$ cat src/rtl/wash_program_controller.sv
`default_nettype none
// ============================================================================
// wash_program_controller: wash/rinse/spin program sequencer with fill and
// drain timeouts, pause and fault recovery.  Rev 1.0
// ============================================================================
module wash_program_controller #(
  parameter int AGITATE_CYCLES = 100,
  parameter int SPIN_CYCLES    = 60,
  parameter int FILL_TIMEOUT   = 200,
  parameter int DRAIN_TIMEOUT  = 200
) (
  input  logic       clock,
  input  logic       reset_n,
  input  logic       start,
  input  logic       pause,
  input  logic       full,
  input  logic       empty,
  input  logic [1:0] rinse_count,
  output logic       valve,
  output logic       drain,
  output logic       shake_mode,
  output logic       turn_mode,
  output logic       busy,
  output logic       done,
  output logic       fault,
  output logic [2:0] phase
);

  typedef enum logic [2:0] {
    IDLE    = 3'd0,
    FILL    = 3'd1,
    AGITATE = 3'd2,
    DRAIN   = 3'd3,
    SPIN    = 3'd4,
    DONE    = 3'd5,
    FAULT   = 3'd6
  } state_t;

  localparam logic [15:0] AGITATE_LAST = 16'(AGITATE_CYCLES - 1);
  localparam logic [15:0] SPIN_LAST    = 16'(SPIN_CYCLES - 1);
  localparam logic [15:0] FILL_LAST    = 16'(FILL_TIMEOUT - 1);
  localparam logic [15:0] DRAIN_LAST   = 16'(DRAIN_TIMEOUT - 1);

  state_t      state;
  state_t      state_nxt;
  logic [15:0] timer;
  logic [1:0]  rinse_left;
  logic        active;
  logic        hold;

  always_comb begin
    state_nxt = state;
    active    = (state == FILL) || (state == AGITATE) ||
                (state == DRAIN) || (state == SPIN);
    hold      = active && pause;
    // A paused phase evaluates neither sensors nor timeouts.
    if (!hold) begin
      case (state)
        IDLE:    if (start) state_nxt = FILL;
        FILL:    if (full) state_nxt = AGITATE;
                 else if (timer == FILL_LAST) state_nxt = FAULT;
        AGITATE: if (timer == AGITATE_LAST) state_nxt = DRAIN;
        DRAIN:   if (empty) state_nxt = (rinse_left != 2'd0) ? FILL : SPIN;
                 else if (timer == DRAIN_LAST) state_nxt = FAULT;
        SPIN:    if (timer == SPIN_LAST) state_nxt = DONE;
        DONE:    state_nxt = IDLE;
        FAULT:   if (start) state_nxt = IDLE;
        default: state_nxt = IDLE;
      endcase
    end
  end

  always_ff @(posedge clock or negedge reset_n) begin
    if (!reset_n) begin
      state      <= IDLE;
      timer      <= 16'd0;
      rinse_left <= 2'd0;
      valve      <= 1'b0;
      drain      <= 1'b0;
      shake_mode <= 1'b0;
      turn_mode  <= 1'b0;
      busy       <= 1'b0;
      done       <= 1'b0;
      fault      <= 1'b0;
      phase      <= 3'd0;
    end else begin
      state <= state_nxt;
      phase <= state_nxt;

      if (state_nxt != state)
        timer <= 16'd0;
      else if (active && !pause && timer != 16'hFFFF)
        timer <= timer + 16'd1;

      case (state)
        IDLE:    if (start) rinse_left <= rinse_count;
        DRAIN:   if (!pause && empty && rinse_left != 2'd0)
                   rinse_left <= rinse_left - 2'd1;
        FAULT:   if (start) rinse_left <= 2'd0;
        default: ;
      endcase

      // Outputs follow the next state so they change on the same edge.
      valve      <= (state_nxt == FILL) && !hold;
      shake_mode <= (state_nxt == AGITATE) && !hold;
      turn_mode  <= (state_nxt == SPIN) && !hold;
      drain      <= (((state_nxt == DRAIN) || (state_nxt == SPIN)) && !hold) ||
                    (state_nxt == FAULT);
      busy       <= (state_nxt == FILL) || (state_nxt == AGITATE) ||
                    (state_nxt == DRAIN) || (state_nxt == SPIN);
      done       <= (state_nxt == DONE);
      fault      <= (state_nxt == FAULT);
    end
  end

endmodule
`default_nettype wire
$ cat config.mk
export PLATFORM = sky130hd
export DESIGN_NAME = wash_program_controller
export DESIGN_NICKNAME = d
export VERILOG_FILES = /design/src/rtl/wash_program_controller.sv
export SDC_FILE = /design/constraint.sdc
export NUM_CORES = 1
export LEC_CHECK = 0
export BUFFER_PORTS_ARGS = -buffer_cell sky130_fd_sc_hd__buf_4
export CORE_MARGIN = 4
export CORE_UTILIZATION = 38
export CTS_CLUSTER_DIAMETER = 50
export DETAILED_ROUTE_END_ITERATION = 6
export PLACE_DENSITY = 0.67
export SLEW_MARGIN = 0
export SYNTH_ARGS = -nofsm -noshare
export SYNTH_HDL_FRONTEND = slang
export SYNTH_SLANG_ARGS = --single-unit
$ cat constraint.sdc
create_clock -name clock -period 5.4 [get_ports clock]
set_input_delay 0.27 -clock clock [delete_from_list [all_inputs] [get_ports clock]]
set_output_delay 0.27 -clock clock [all_outputs]
set_load 0.01 [all_outputs]
; ---- Yosys cells after proc, flatten, opt, wreduce, memory -nomap -nowiden
; Index checks and enable logic that the tools add are counted.
[totals]
ff_bits = 28
inputBits = 8
[op_classes]
n_addsub = 2
eq_ne = 19
muxes = 16
reduce_logical = 24
[op_table]
columns = operator, count
row1 = 16-bit 2-to-1 mux, 2
row2 = 3-bit 2-to-1 mux, 9
row3 = 3-bit one-hot mux with 6 select lines, 1
row4 = "16-bit by 1-bit adder with 16-bit output, second input constant", 1
row5 = "16-bit by 6-bit == test with 1-bit output, second input constant", 1
row6 = "16-bit by 7-bit == test with 1-bit output, second input constant", 1
row7 = "16-bit by 8-bit == test with 1-bit output, second input constant", 1
row8 = "16-bit inequality test, second input constant", 1
row9 = "3-bit == test, second input constant", 5
row10 = "3-bit by 2-bit == test with 1-bit output, second input constant", 4
row11 = 1-bit logical AND, 9
row12 = 1-bit logical OR, 8
row13 = "3-bit by 1-bit == test with 1-bit output, second input constant", 2
row14 = 2-bit 2-to-1 mux, 3
row15 = 2-bit one-hot mux with 3 select lines, 1
row16 = "2-bit inequality test, second input constant", 2
row17 = 4-bit AND reduction, 1
row18 = 2-bit nonzero test, 2
row19 = 3-bit logical NOT, 1
row20 = 3-bit inequality test, 1
row21 = 3-bit nonzero test, 1
row22 = 1-bit logical NOT, 2
row23 = "2-bit by 1-bit inequality test with 1-bit output, second input constant", 1
row24 = "2-bit by 1-bit subtractor with 2-bit output, second input constant", 1

; ---- Logic depth before layout (Yosys ltp)
; Gate-level depths: netlist of run 1.
[logic_depth]
ltp_word = 10
depth_mapped = 8
depth_no_buf = 7

; ---- Least setup slack after synthesis of run 1
; Ideal clock, no wire load.
[synth_path]
path_type = reg2reg
from = register timer[14]
to = register timer[7]
setup_time_ns = 0.123
t_arrival_ns = 2.201
required_time_ns = 5.277
setup_slack_ns = 3.077
path_stages_with_launch = 7
n_path_buf = 1
cell_sequence = dfrtp_1 -> or4_4 -> or4_4 -> a211o_1 -> o221ai_4 -> buf_12 -> nor2_4
[synth_via]
elab_chain_len = 7
elab_cells_between_ends = 15
[synth_lines]
columns = element, line_no
row1 = "start, declared", 46  ; logic [15:0] timer;
row2 = "start signal, assigned", 93  ; timer <= timer + 16'd1;
row3 = 16-bit by 8-bit == test with 1-bit output, "61, 64"
row4 = 3-bit 2-to-1 mux, "61, 64"
row5 = 3-bit 2-to-1 mux (on tied branches), "63, 60"
row6 = 3-bit one-hot mux with 6 select lines, 58  ; case (state)
row7 = 3-bit 2-to-1 mux, 57  ; if (!hold) begin
row8 = 3-bit inequality test, 90  ; if (state_nxt != state)
row9 = 16-bit 2-to-1 mux / 2-bit nonzero test (equally long branches), n/a
; Parallel ways exist; a longest one is shown, timed or not.
; A chain may end at the register's enable or synchronous reset.

; ---- Worst setup path after layout of run 1
[layout_path]
from = register state[2]
to = register timer[14]
[layout_via]
elab_chain_len = 8
elab_cells_between_ends = 24
[layout_lines]
columns = element, line_no
row1 = "start, declared", 44  ; state_t state;
row2 = "start signal, assigned", 87  ; state <= state_nxt;
row3 = branches (longest 8 deep; another with 16-bit 2-to-1 mux), n/a
; Parallel ways; which one is timed is not known.

==> results.json, run 1 <==
{
  "slew_headroom": 0.5057,
  "cp-end-kind": "flip-flop",
  "routabilityCongestion": 0.8587,
  "port_buffers": 17,
  "vias": 1571,
  "finalClockSkew_ps": 16.51,
  "synth.cell_area_um2": 1912,
  "powerDensity_nw_per_um2": 399.9,
  "htreeDepth": 1,
  "synth_cells": 203,
  "core_um2": 4786,
  "antenna_cells": 0,
  "synth-seq-cells": 28,
  "grt_pass1_wl_mm": 7.079,
  "dr.pass1.iters": 4,
  "leakagePower_nw": 0.8229,
  "synth_edf_count": 0,
  "worstMarginPinSlew_ps": 734.7,
  "hpwlAfterDp_mm": 2.870,
  "grt_pass1_vias": 1479,
  "clk_path_buf_depth": 2,
  "drtIter0Drc": 98,
  "final_cell_area_um2": 2123,
  "peakVddDrop_mv": 0.1984,
  "ios": 18,
  "yosysSeqAreaShare": 0.3665,
  "min_period_ps": 2615,
  "setup.worst_path.start_class": "flip-flop",
  "grt_usage": 0.1388,
  "status": "completed",
  "start_util": 0.3995,
  "crit_fanout": 20,
  "vias_per_cell": 5.611,
  "syn_avg_cell_area_um2": 9.418,
  "rsz0062_at_grt": "no",
  "post_cts_resized": 0,
  "final_nets": 224,
  "die_area_um2": 6230,
  "clk_pin_slew_ps": 110,
  "die_h_um": 78.93,
  "fmax_mhz": 382.5,
  "ys_warn_count": 0,
  "overflow": 0,
  "synth-main-ff-cell": "dfrtp_1",
  "hp-class": "input pin to flip-flop",
  "placed_area_um2": 2042,
  "die_w_um": 78.93,
  "power.total_uw": 849.0,
  "cts_tree": "yes",
  "final-hold-violation-count": 0,
  "setup_viol": 0,
  "critPathRequiredTime_ps": 5540,
  "wl_per_cell_um": 14.45,
  "syn-num-nets": 213,
  "root_buffer": "clkbuf_8",
  "finalSetupTns_ps": 0,
  "final_layout_size_suffix_gt1_frac": 0.2347,
  "post-route-drc-count": 0,
  "layout_common_cells": "28 x dfrtp_1, 17 x buf_4, 15 x nor2_1",
  "cts_num_sinks": 28,
  "clk_latency_ps": 290,
  "critPathArrivalTime_ps": 2750,
  "area_growth_syn_to_layout_pct": 11.06,
  "rows": 25,
  "fin_crit_sh": 0.4842,
  "cts_buffers": 3,
  "maxCapViolCount": 0,
  "worstSetupPathType": "flip-flop to flip-flop",
  "finalMaxSlewViolations": 0,
  "antenna_found_initial": 0,
  "final_common_cell": "dfrtp_1",
  "yosysUniqueCellTypes": 59,
  "antenna_left": 0,
  "drt_wl_total_mm": 4.046,
  "grt_max_degree": 29,
  "synth_async_sr_flop_share": 1.000
}
-- metrics by stage --
step / worst slack, ps / hold slack [ps] / util / instances
after floorplan: 3077 / -25.59 / - / 203
after global placement: 2886 / 209.9 / 0.4267 / 275
after CTS: 2797 / 302.6 / 0.4437 / 280
final: 2785 / 298.3 / 0.4437 / 280
after global routing: 2632 / 319.3 / 0.4437 / 280
after detailed placement: 2830 / 213.8 / 0.4267 / 275
-- final cells by class --
| type | count | area (µm²) |
|---|---|---|
| Clock buffer | 3 | 41.29 |
| Clock inverter | 1 | 30.03 |
| Fill cell | 487 | 2663 |
| Inverter | 4 | 15.01 |
| Multi-Input combinational cell | 159 | 1115 |
| Sequential cell | 28 | 700.7 |
| Tap cell | 67 | 83.83 |
| Timing Repair Buffer | 18 | 137.6 |
-- power by group --
part	total [mW]	leakage (nW)	internal (mW)	switching (mW)
combinational	0.375	0.410	0.155	0.220
sequential	0.303	0.377	0.244	0.0591
clock	0.171	0.0357	0.0995	0.0711
-- what timing repair did --
action / CTS / global route
buffers inserted: 0 / 0
hold buffers: 1 / 0
endpoints found under the setup margin: 0 / 0
hold endpoints to repair: 28 / 0
-- Yosys cell counts, types with 6 or more instances --
library cell / count / area share
a21oi_1: 6 / 0.016
clkbuf_1: 6 / 0.012
dfrtp_1: 28 / 0.37
nand2_1: 13 / 0.026
nand3_1: 7 / 0.018
nand4_1: 10 / 0.033
nor2_1: 15 / 0.029
nor2_2: 7 / 0.023
nor4_1: 7 / 0.023
o21ai_0: 7 / 0.018
xnor2_1: 8 / 0.037
xor2_1: 7 / 0.032
-- path summary, 6_finish.rpt --
path                       slack (ps)           start  depth (start not counted)       endpoint
max                              2790        state[2]                          5      timer[14]
min                               300  rinse_count[1]                          3  rinse_left[1]
max reg2reg                      2790        state[2]                          5      timer[14]
min reg2reg                       540   rinse_left[1]                          2  rinse_left[1]
max in group asynchronous        4700         reset_n                          2       timer[3]
min in group asynchronous         420         reset_n                          2      timer[15]
-- kinds of logic (layout without fill, tap and decap cells) --
group                    after synthesis  count (layout)  synth area share
AND/OR/NAND/NOR                      103             103            0.3416
multiplexers                           1               1          0.005236
adder cells (fa/ha/maj)                2               2           0.01309
buffers and inverters                 16              26           0.05039
flip-flops                            28              28            0.3665
AO/OA/AOI/OAI                         38              38            0.1545
XOR/XNOR                              15              15           0.06872
-- metal layers --
| metal | global-route usage | up-vias | wire [µm] |
|---|---|---|---|
| li1 | - | 779 | - |
| met1 | 0.1944 | 740 | 1966 |
| met2 | 0.2301 | 50 | 1861 |
| met3 | 0.02721 | 2 | 204 |
| met4 | 0.01546 | 0 | 14 |
| met5 | 0 | - | 0 |
-- state kept, by name, indices dropped and copies added (netlist names) --
| signal | count |
|---|---|
| state | 3 |
| drain | 1 |
| timer | 16 |
| shake_mode | 1 |
| valve | 1 |
| turn_mode | 1 |
| busy | 1 |
| rinse_left | 2 |
| done | 1 |
| fault | 1 |
-- critical path, cell delays in order (launching register included) --
cell and delay [ps]:
dfrtp_1 720, or4b_2 630, o22ai_1 190, a311oi_1 170, o221ai_4 630, nor2_1 110
(Power assumes the default switching activity.)
==> run 2, diff against run 1 <==
Settings changed: PLACE_DENSITY 0.67 to 0.69.
Clock period 5.4 ns to 2.1 ns, I/O delays scaled along.
==> run 2 against run 1 <==
Global-route usage grew 1.8 points. Wire length up 15%. Largest cell class unchanged. Design area increased by 22%. Sequential share of layout area shrank 6.0 points. Register-to-register slack worse by 3000 ps. Combinational power rose to 4.3 times the previous value. Utilization grew 9.9 points. The run now ends with setup timing left. Clock power rose to 2.5 times the previous value.
==> results.json, run 2 (synthesized netlist as in run 1, its figures left out) <==
{
  "fmax_mhz": 435.4,
  "peakVddDrop_mv": 0.5974,
  "fin_crit_sh": 1.094,
  "critPathArrivalTime_ps": 2470,
  "leakagePower_nw": 1.070,
  "critPathSlowestCell": "or4_4",
  "rows": 25,
  "endpoint": "timer[1]",
  "cts_buffers": 3,
  "slew_headroom": 0.6634,
  "cp.depth": 6,
  "nFillCells": 446,
  "clk_path_buf_depth": 2,
  "vias": 1767,
  "rsz0062_at_grt": "yes",
  "drt_wl_total_mm": 4.662,
  "dr.pass1.iters": 4,
  "clk_latency_ps": 280,
  "layout_common_cells": "59 x buf_4, 28 x dfrtp_1, 13 x nand2_1",
  "antenna_cells": 0,
  "ios": 18,
  "status": "finished, violations left",
  "core_um2": 4786,
  "cp_top_family": "simple AND/OR/NAND/NOR gates",
  "power.total_mw": 2.736,
  "cts_num_sinks": 28,
  "crit_path_cell_trace": "or4_4 -> or4_4 -> a211o_1 -> o221ai_4 -> buf_12 -> a21oi_2",
  "largest_reg_flops": 16,
  "cts_tree": "yes",
  "hp-class": "input pin to flip-flop",
  "final-hold-violation-count": 0,
  "reg2reg_from": "timer[9]",
  "worstSetupPathType": "flip-flop to flip-flop",
  "finalClockSkew_ps": 6.097,
  "multi_input_area_um2": 1224,
  "post-route-drc-count": 0,
  "die_h_um": 78.93,
  "critPathRequiredTime_ps": 2270,
  "worstMarginPinSlew_ps": 501.0,
  "port_buffers": 17,
  "crit_top_cell": "or4_4",
  "violations": "setup timing",
  "crit_fanout": 8,
  "antenna_left": 0,
  "antenna_found_initial": 0,
  "hpwlAfterDp_mm": 3.415,
  "r2r_slack_ps": -200,
  "routabilityCongestion": 0.8534,
  "crit_buf_inv": 1,
  "vias_per_cell": 5.437,
  "reg2reg_to": "timer[1]",
  "overflow": 0,
  "start_util": 0.3995,
  "grt_pass1_wl_mm": 7.900,
  "final_common_cell": "buf_4",
  "maxCapViolCount": 0,
  "final_nets": 269,
  "grt_max_degree": 29,
  "grt_usage": 0.1568,
  "wl_per_cell_um": 14.34,
  "root_buffer": "clkbuf_8",
  "die_w_um": 78.93,
  "drtIter0Drc": 90,
  "min_period_ps": 2297,
  "powerDensity_nw_per_um2": 1053,
  "final_layout_size_suffix_gt1_frac": 0.4302,
  "setup_viol": 24,
  "crit_path_start": "timer[9]",
  "reg_top3": "timer (16), state (3), rinse_left (2)",
  "register_area_um2": 700.7,
  "worst_slack_ps": -197.0,
  "htreeDepth": 1,
  "rr_worst_depth": 6,
  "grt_pass1_vias": 1725,
  "area_growth_syn_to_layout_pct": 35.93,
  "finalMaxSlewViolations": 0,
  "slowest_delay_ps": 600,
  "cp-end-kind": "flip-flop",
  "die_area_um2": 6230,
  "setup.worst_path.start_class": "flip-flop",
  "clk_pin_slew_ps": 100,
  "regMostFlops": "timer",
  "utilization": 0.5430
}
## run 2: cell count changes in the layout (fill, tap and decap cells not counted), sizes merged
cell / delta
buf: +45
## run 2: per-stage QoR
step           TNS (ps)  cells  hold slack [ps]  area, µm²  setup slack [ps]
2_1_floorplan     -2148    203           -190.6       1912            -179.1
3_3_place_gp      -3007    312            48.65       2345            -157.1
3_5_place_dp      -3876    312            51.50       2345            -200.8
4_1_cts           -3458    320            149.4       2490            -188.3
5_1_grt           -5462    325            186.4       2599            -263.8
6_report          -3969    325            150.8       2599            -197.0
## run 2: cell type report
class,instances,area share
clock buffer,3,0.01589
multi-input combinational,159,0.4709
inverter,4,0.005778
timing repair buffer,63,0.1940
clock inverter,1,0.01156
tap,67,0.03226
sequential,28,0.2696
## run 2: how the worst min path moves through the flow
stage	cells past startpoint	slack, ps	to	startpoint
after floorplan	0	-190	busy	reset_n
after global placement	1	50	rinse_left[0]	reset_n
after detailed placement	1	50	rinse_left[0]	reset_n
after CTS	3	150	rinse_left[1]	rinse_count[1]
after global routing	3	190	rinse_left[1]	rinse_count[1]
final	3	150	rinse_left[1]	rinse_count[1]
## run 2: metal layers
metal / GRT usage / wire [µm]
met5: 0 / 0
met4: 0.03608 / 74
met3: 0.03288 / 169
met2: 0.2691 / 2313
met1: 0.2029 / 2105
## run 2: timing repair
action	in CTS	in global routing
setup buffers	3	5
hold endpoints to repair	28	0
pin swaps	13	9
cloned	0	0
endpoints found under the setup margin	25	25
hold buffers	1	0
gates resized for setup	10	17
## run 2: worst reg2reg max path: cells and delay by family, from the launching register on
kind	cells	cell delay [ps]
AND/OR/NAND/NOR	2	1160
buffers and inverters	1	190
flip-flops	1	390
AO/OA/AOI/OAI	3	460
## run 2: power breakdown
part,internal [mW],leakage (nW),switching [mW]
sequential,0.630,0.377,0.0649
combinational,0.766,0.658,0.844
clock,0.255,0.0357,0.175
total,1.65,1.07,1.08
==> run 3, diff against run 2 <==
==> constraint.sdc (replaced) <==
create_clock -name clock -period 2.1 [get_ports clock]
set_input_delay 0.42 -clock clock [delete_from_list [all_inputs] [get_ports clock]]
set_output_delay 0.42 -clock clock [all_outputs]
set_load 0.01 [all_outputs]
==> run 3 against run 2 <==
The run still ends with setup timing left. Combinational power about the same. Flip-flop and latch count unchanged. Global-route usage unchanged.
==> results.json, run 3 (synthesized netlist as in run 1, its figures left out) <==
{
  "root_buffer": "clkbuf_8",
  "final_common_cell": "buf_4",
  "rows": 25,
  "die_area_um2": 6230,
  "hp-class": "input pin to async pin",
  "fmax_mhz": 436.0,
  "status": "finished, violations left",
  "slew_headroom": 0.6627,
  "setup_viol": 24,
  "grt_usage": 0.1568,
  "min_period_ps": 2294,
  "clk_latency_ps": 280,
  "worstMarginPinSlew_ps": 502.0,
  "dr.pass1.iters": 4,
  "final-hold-violation-count": 0,
  "cts_buffers": 3,
  "antenna_left": 0,
  "vias_per_cell": 5.441,
  "finalSetupTns_ps": -3909,
  "worst_slack_ps": -193.8,
  "die_w_um": 78.93,
  "regMostFlops": "timer",
  "clk_pin_slew_ps": 100,
  "reg_top3": "timer (16), state (3), rinse_left (2)",
  "fin_worst_hold_slack_ps": 39.24,
  "drtIter0Drc": 103,
  "post-route-drc-count": 0,
  "routabilityCongestion": 0.8534,
  "violations": "setup timing",
  "crit_fanout": 8,
  "fin_crit_sh": 1.092,
  "overflow": 0,
  "finalMaxSlewViolations": 0,
  "powerDensity_nw_per_um2": 1057,
  "cts_tree": "yes",
  "hpwlAfterDp_mm": 3.415,
  "drt_wl_total_mm": 4.650,
  "cts_num_sinks": 28,
  "worstSetupPathType": "flip-flop to flip-flop",
  "final_cell_area_um2": 2589,
  "layout_common_cells": "59 x buf_4, 28 x dfrtp_1, 13 x nand2_1",
  "critPathArrivalTime_ps": 2470,
  "htreeDepth": 1,
  "finalClockSkew_ps": 6.118,
  "clk_path_buf_depth": 2,
  "cp-end-kind": "flip-flop",
  "wl_per_cell_um": 14.35,
  "rsz0062_at_grt": "yes",
  "wl_met3_um": 164,
  "utilization": 0.5409,
  "peakVddDrop_mv": 0.5972,
  "setup.worst_path.start_class": "flip-flop",
  "largest_reg_flops": 16,
  "port_buffers": 17,
  "leakagePower_nw": 1.066,
  "die_h_um": 78.93,
  "start_util": 0.3995,
  "nFillCells": 447,
  "grt_pass1_wl_mm": 7.900,
  "met2_length_mm": 2.285,
  "vias": 1763,
  "core_um2": 4786,
  "antenna_found_initial": 0,
  "antenna_cells": 0,
  "final_nets": 268,
  "grt_pass1_vias": 1725,
  "critPathRequiredTime_ps": 2270,
  "placed_area_um2": 2345,
  "ios": 18,
  "area_growth_syn_to_layout_pct": 35.41,
  "wl_met1_mm": 2.122,
  "grt_max_degree": 29,
  "maxCapViolCount": 0,
  "final_layout_size_suffix_gt1_frac": 0.4319,
  "top_layer": "met4"
}
[run 3: worst paths after layout]
check	to	slack, ps	depth (start not counted)	start
min in group clock	rinse_left[1]	470	3	rinse_count[1]
max	timer[1]	-190	6	timer[9]
max in group asynchronous	busy	1790	1	reset_n
min reg2reg	rinse_left[1]	540	2	rinse_left[1]
min	timer[4]	40	1	reset_n
max reg2reg	timer[1]	-190	6	timer[9]
[run 3: layer usage]
| layer | track usage | up-vias |
|---|---|---|
| li1 | - | 859 |
| met2 | 0.2691 | 49 |
| met5 | 0 | - |
| met3 | 0.03288 | 10 |
| met4 | 0.03608 | 0 |
| met1 | 0.2029 | 845 |
[run 3: worst max-delay path, stage by stage, from the launching register on]
cell	delay, ps
dfrtp_1	390
or4_4	560
or4_4	590
a211o_1	310
o221ai_4	110
buf_12	190
a21oi_2	40
[run 3: repair_timing]
action | CTS | global route
endpoints found under the hold margin | 0 | 0
hold buffers | 0 | 0
pin swaps | 13 | 9
gates resized for setup | 10 | 17
setup buffers | 3 | 5
setup endpoints to repair | 25 | 25
[run 3: final cells by class]
class,instances,area [µm²],share of cell area
well taps,67,83.83,0.03238
clock buffers,3,41.29,0.01595
repair buffers,62,494.2,0.1909
clock inverters,1,30.03,0.01160
multi-input cells,159,1224,0.4727
inverters,4,15.01,0.005800
flip-flops and latches,28,700.7,0.2707
[run 3: where the power goes]
part | internal (mW) | switching [mW]
clock | 0.255 | 0.175
sequential | 0.630 | 0.0650
combinational | 0.765 | 0.845
total | 1.65 | 1.09
[run 3: per-stage QoR]
stage | setup slack (ps) | std cells | power, mW
2_1_floorplan | -179.1 | 203 | 1.618
3_3_place_gp | -157.1 | 312 | 2.113
3_5_place_dp | -200.8 | 312 | 2.138
4_1_cts | -188.3 | 319 | 2.637
5_1_grt | -263.8 | 324 | 2.943
6_report | -193.8 | 324 | 2.736
